## config.mk

```make
export PLATFORM = sky130hd
export DESIGN_NAME = freq_meas_ctrl
export DESIGN_NICKNAME = d
export VERILOG_FILES = /design/src/rtl/freq_meas_ctrl.sv
export SDC_FILE = /design/constraint.sdc
export NUM_CORES = 1
export LEC_CHECK = 0
export ABC_AREA = 1
export BUFFER_PORTS_ARGS = -buffer_cell sky130_fd_sc_hd__clkbuf_2
export CAP_MARGIN = 20
export CORE_MARGIN = 10
export CORE_UTILIZATION = 35
export DETAILED_ROUTE_END_ITERATION = 10
export PLACE_DENSITY = 0.5
export RECOVER_POWER = 25
export SYNTH_ARGS = -nofsm -noshare
export SYNTH_HDL_FRONTEND = slang
export SYNTH_SLANG_ARGS = --single-unit
```

## constraint.sdc

```tcl
create_clock -name Clk -period 3.17 [get_ports Clk]
set_clock_uncertainty 0.05 [all_clocks]
set_input_delay 0.317 -clock Clk [delete_from_list [all_inputs] [get_ports Clk]]
set_output_delay 0.317 -clock Clk [all_outputs]
set_load 0.02 [all_outputs]
```

## src/rtl/freq_meas_ctrl.sv

```systemverilog
// Frequency-measurement sequencer: gated edge counter with a Start/Busy/Done handshake.
// Optional FREQ_CONTINUOUS_EN: back-to-back measurements while Start is held at Done.
module freq_meas_ctrl #(
    parameter int unsigned CLK_FREQ = 100_000_000,
    parameter int unsigned CNT_W    = 28
) (
    input  logic             Clk,
    input  logic             Rst_n,
    input  logic             Start,
    input  logic [1:0]       Gate_Sel,
    input  logic             Sig_In,
    output logic             Gate_Signal,
    output logic             Busy,
    output logic             Done,
    output logic [CNT_W-1:0] Freq_Count,
    output logic             Overflow
);

    localparam int unsigned GATE_W = $clog2(CLK_FREQ);

    typedef enum logic [1:0] {
        S_IDLE  = 2'd0,
        S_GATE  = 2'd1,
        S_LATCH = 2'd2
    } state_t;

    state_t              state;
    logic                sync1, sync2, sync3;
    logic                sig_edge_c;
    logic [GATE_W-1:0]   gate_cnt;
    logic [GATE_W-1:0]   gate_last;
    logic [GATE_W-1:0]   gate_last_sel_c;
    logic [CNT_W-1:0]    edge_cnt;
    logic [CNT_W-1:0]    cnt_nxt_c;
    logic                ovf;
    logic                ovf_nxt_c;
    logic                sat_c;

    // Two-flop synchronizer plus one delay flop for rising-edge detection
    always_ff @(posedge Clk or negedge Rst_n) begin
        if (!Rst_n) begin
            sync1 <= 1'b0;
            sync2 <= 1'b0;
            sync3 <= 1'b0;
        end else begin
            sync1 <= Sig_In;
            sync2 <= sync1;
            sync3 <= sync2;
        end
    end

    assign sig_edge_c = sync2 & ~sync3;

    // Gate length minus one, so the terminal compare needs no subtractor
    always_comb begin
        gate_last_sel_c = GATE_W'(CLK_FREQ - 1);
        case (Gate_Sel)
            2'd0:    gate_last_sel_c = GATE_W'(CLK_FREQ - 1);
            2'd1:    gate_last_sel_c = GATE_W'(CLK_FREQ / 10 - 1);
            2'd2:    gate_last_sel_c = GATE_W'(CLK_FREQ / 100 - 1);
            default: gate_last_sel_c = GATE_W'(CLK_FREQ / 1000 - 1);
        endcase
    end

    // Saturating count; the next value is also what gets latched on the last gate cycle
    always_comb begin
        sat_c     = &edge_cnt;
        cnt_nxt_c = edge_cnt;
        ovf_nxt_c = ovf;
        if (sig_edge_c) begin
            if (sat_c) begin
                ovf_nxt_c = 1'b1;
            end else begin
                cnt_nxt_c = edge_cnt + CNT_W'(1);
            end
        end
    end

    always_ff @(posedge Clk or negedge Rst_n) begin
        if (!Rst_n) begin
            state       <= S_IDLE;
            gate_cnt    <= '0;
            gate_last   <= '0;
            edge_cnt    <= '0;
            ovf         <= 1'b0;
            Gate_Signal <= 1'b0;
            Busy        <= 1'b0;
            Done        <= 1'b0;
            Freq_Count  <= '0;
            Overflow    <= 1'b0;
        end else begin
            Done <= 1'b0;
            case (state)
                S_IDLE: begin
                    if (Start) begin
                        state       <= S_GATE;
                        gate_last   <= gate_last_sel_c;
                        gate_cnt    <= '0;
                        edge_cnt    <= '0;
                        ovf         <= 1'b0;
                        Gate_Signal <= 1'b1;
                        Busy        <= 1'b1;
                    end
                end
                S_GATE: begin
                    edge_cnt <= cnt_nxt_c;
                    ovf      <= ovf_nxt_c;
                    if (gate_cnt == gate_last) begin
                        state       <= S_LATCH;
                        Gate_Signal <= 1'b0;
                        Done        <= 1'b1;
                        Freq_Count  <= cnt_nxt_c;
                        Overflow    <= ovf_nxt_c;
                    end else begin
                        gate_cnt <= gate_cnt + GATE_W'(1);
                    end
                end
                S_LATCH: begin
`ifdef FREQ_CONTINUOUS_EN
                    if (Start) begin
                        state       <= S_GATE;
                        gate_last   <= gate_last_sel_c;
                        gate_cnt    <= '0;
                        edge_cnt    <= '0;
                        ovf         <= 1'b0;
                        Gate_Signal <= 1'b1;
                    end else begin
                        state <= S_IDLE;
                        Busy  <= 1'b0;
                    end
`else
                    state <= S_IDLE;
                    Busy  <= 1'b0;
`endif
                end
                default: begin
                    state       <= S_IDLE;
                    Gate_Signal <= 1'b0;
                    Busy        <= 1'b0;
                end
            endcase
        end
    end

endmodule

```

==> impl_results.md <==
* Run status: complete, no violations
* Arr. time, crit path at 2.48 ns
* # rows at 49
* MaxCap Viol Count at 0
* GP Congestion at 0.880
* Cts repair resizes at 0
* Die span in y at approximately 160 µm
* Vias in the first global route at 5739
* Hold Vio Cnt, Final at 0
* Yosys top cell by area: dfrtp_1
* Crit Path Max Fanout at 23
* Synthesized Nets at 987
* Synth Area in Adders at about 1.7%
* Setup fix buffers added after clock tree synthesis at 0
* Initial antenna violation count at 0
* Std-Cell Core Area at approximately 18000 µm²
* Compound-cell area share of the yosys netlist at 1.99%
* Yosys cell types at 34
* Via-to-Cell Ratio at roughly 4.7
* Post-DP HPWL at 12800 µm
* Total track usage at 15.1%
* Routed Antenna Nets at 0
* Port buffer count at 37
* CTS tree: built
* Antenna cell count at 0
* Maximum clock rate at 438 MHz
* Leakage at ~3.9 nW
* Share of layout cells above drive strength 1 at 8.70%
* Worst hold path type: in -> reg
* Synth Cell Area at 6460 µm²
* Worst-Margin Slew at roughly 1.3 ns
* Worst-Skew Late Latency at roughly 0.36 ns
* Pwr dens at 412 nW/µm²
* Htree depth at 3
* Critical Path RT at 3.36 ns
* Chip width at 156 µm
* Total die area at 24300 µm²
* Synth-to-layout area growth at 11.3%
* Final Power at a little under 0.003 W
* Hold WS at approximately 0.3 ns
* Wire per inst at 14.2 µm
* Routed wire length at between 15000 and 20000 µm
* Remaining Overflow, GRT at 0
* Starting DRC count in detailed routing at 491
* CP startpoint kind: flip-flop
* VDD IR max at around 260 µV
* I/O pin cnt at 38
* Sequential share of the synthesized area at 41.1%
* Mean Syn Cell Area at 6.65 µm²
* CP Class: reg -> reg
* Max-slew violation count at 0
* Mapped Cells at 972
* Number of synthesis warnings at 0
* CTS clk-pin slew, worst paths at 0.07 ns
* RSZ-0062 raised after global routing: no
* Nets at 1022
* Largest family of logic cells by synthesized area: simple AND/OR/NAND/NOR gates
* TNS Setup at 0 ns
* Total number of vias at 5877
* Root Buffer: clkbuf_16
* Most frequent cells in the layout: 458 x nand2_1, 114 x nor2_1, 106 x dfrtp_1, 84 x inv_1, 73 x nand3_1
* Fin cells at between 1000 and 1500
* Final Cycle Share at 72.0%
* XOR/XNOR Fraction of Synth Area at 2.44%
* Sink Count at 106
* Critical Path Sink Type: flip-flop
* #FFs+latches synth at 106
* Area contributors post-synth: dfrtp_1 41%, nand2_1 27%, nor2_1 6.7%
* Multiplexer area fraction after synthesis at 0%
* Placed cell count at approximately 1200
* Starting Density at 35.7%
* Initial DRT Pass Iterations at 6
* Max Buffers Root-to-Sink at 2
* Most common cell after layout, fill and taps aside: nand2_1
* Simple-Gate Fraction of Synth Area at a little under half
* Setup violators final at 0
* Pin count of the biggest net entering global routing at 41
* First-pass GRT wire length at between 30000 and 40000 µm
* Fin util at 39.7%
* Residual DRC count at 0
* Tmin final at roughly 2.3 ns
* CTS Buf Count at 9
* Relative slew slack at 11.7%
* Post-synth top area share at roughly two fifths
==> path summary, 6_finish.rpt <==
kind	slack, ns	endpoint	cells after the start	start
min reg2reg	0.30	sync2	0	sync1
min	0.29	gate_last[15]	3	Gate_Sel[1]
max reg2reg	0.89	gate_cnt[23]	11	gate_cnt[5]
min in group asynchronous	0.73	Freq_Count[26]	2	Rst_n
max	0.89	gate_cnt[23]	11	gate_cnt[5]
max in group asynchronous	0.99	Freq_Count[1]	3	Rst_n
==> worst max-delay path, cell delays in order (launching register included) <==
cell and delay, ns:
dfrtp_1 0.46, inv_1 0.14, nand2_1 0.08, nand2_1 0.04
nor2_1 0.15, nand2_1 0.07, nor2_1 0.15, nand3_2 0.13
nand2_2 0.09, nand2_1 0.52, nand2_1 0.23, nand2_1 0.06
==> per-layer routing <==
layer	up-vias	global-route usage, %	routed length, µm
li1	3052	-	-
met1	2697	22.7	9580
met2	113	21.8	7080
met3	15	2.37	768
met4	0	4.23	218
met5	-	0	0
==> state kept, by name, summed over array words and instances, names as in the netlist, 2 cells and up <==
signal      cells
Freq_Count     28
gate_last      13
edge_cnt       28
gate_cnt       27
state           2
==> logic make-up (layout without fill, tap and decap cells) <==
| kind of cell | Yosys count | count (layout) |
|---|---|---|
| AO/OA/AOI/OAI | 25 | 25 |
| XOR/XNOR | 18 | 18 |
| adder cells (fa/ha/maj) | 9 | 9 |
| buffers and inverters | 115 | 155 |
| flip-flops | 106 | 106 |
| AND/OR/NAND/NOR | 699 | 699 |
==> cell type report <==
class	instances	area, µm²
fillers	1901	10900
clock buffers	11	243
clock inverters	5	60.1
inverters	86	323
flip-flops and latches	106	2650
repair buffers	53	303
multi-input cells	751	3320
well taps	229	287
==> synthesized netlist by cell type <==
master	instances
nor3_1	8
xnor2_1	1
buf_1	1
nand2_4	1
o22ai_1	1
nand2_1	458
inv_2	1
nor3_4	1
o21bai_1	1
a21oi_1	3
nand3_1	73
dfrtp_1	106
nor3b_1	1
o21ai_0	18
nor2_2	3
buf_2	9
nand3_4	2
xor2_1	17
buf_4	3
ha_1	9
nand4_1	14
inv_1	84
nor2_8	1
clkbuf_1	11
nor2_1	116
nand3b_1	7
o21ai_1	2
nand3_2	4
nor4_1	1
nand2_2	4
or2_2	4
clkinv_1	1
nor2_4	1
buf_6	5
==> report_power, final <==
group	internal [W]	total (W)	switching, W
sequential	0.00140	0.00148	0.0000753
clock	0.000640	0.00117	0.000533
combinational	0.000104	0.000311	0.000207
total	0.00215	0.00296	0.000815
==> through the flow <==
stage               setup WS [ns]  cell area [µm²]
floorplan                    1.47             6460
global placement            0.957             6880
detailed placement          0.903             6880
CTS                         0.895             7200
global route                0.557             7190
finish                      0.887             7190
==> timing repair <==
item                                    4_1_cts  5_1_grt
endpoints found under the setup margin        0        0
endpoints found under the hold margin        22        0
hold buffers                                  2        0
No activity file was read; power rests on OpenSTA's default activity.
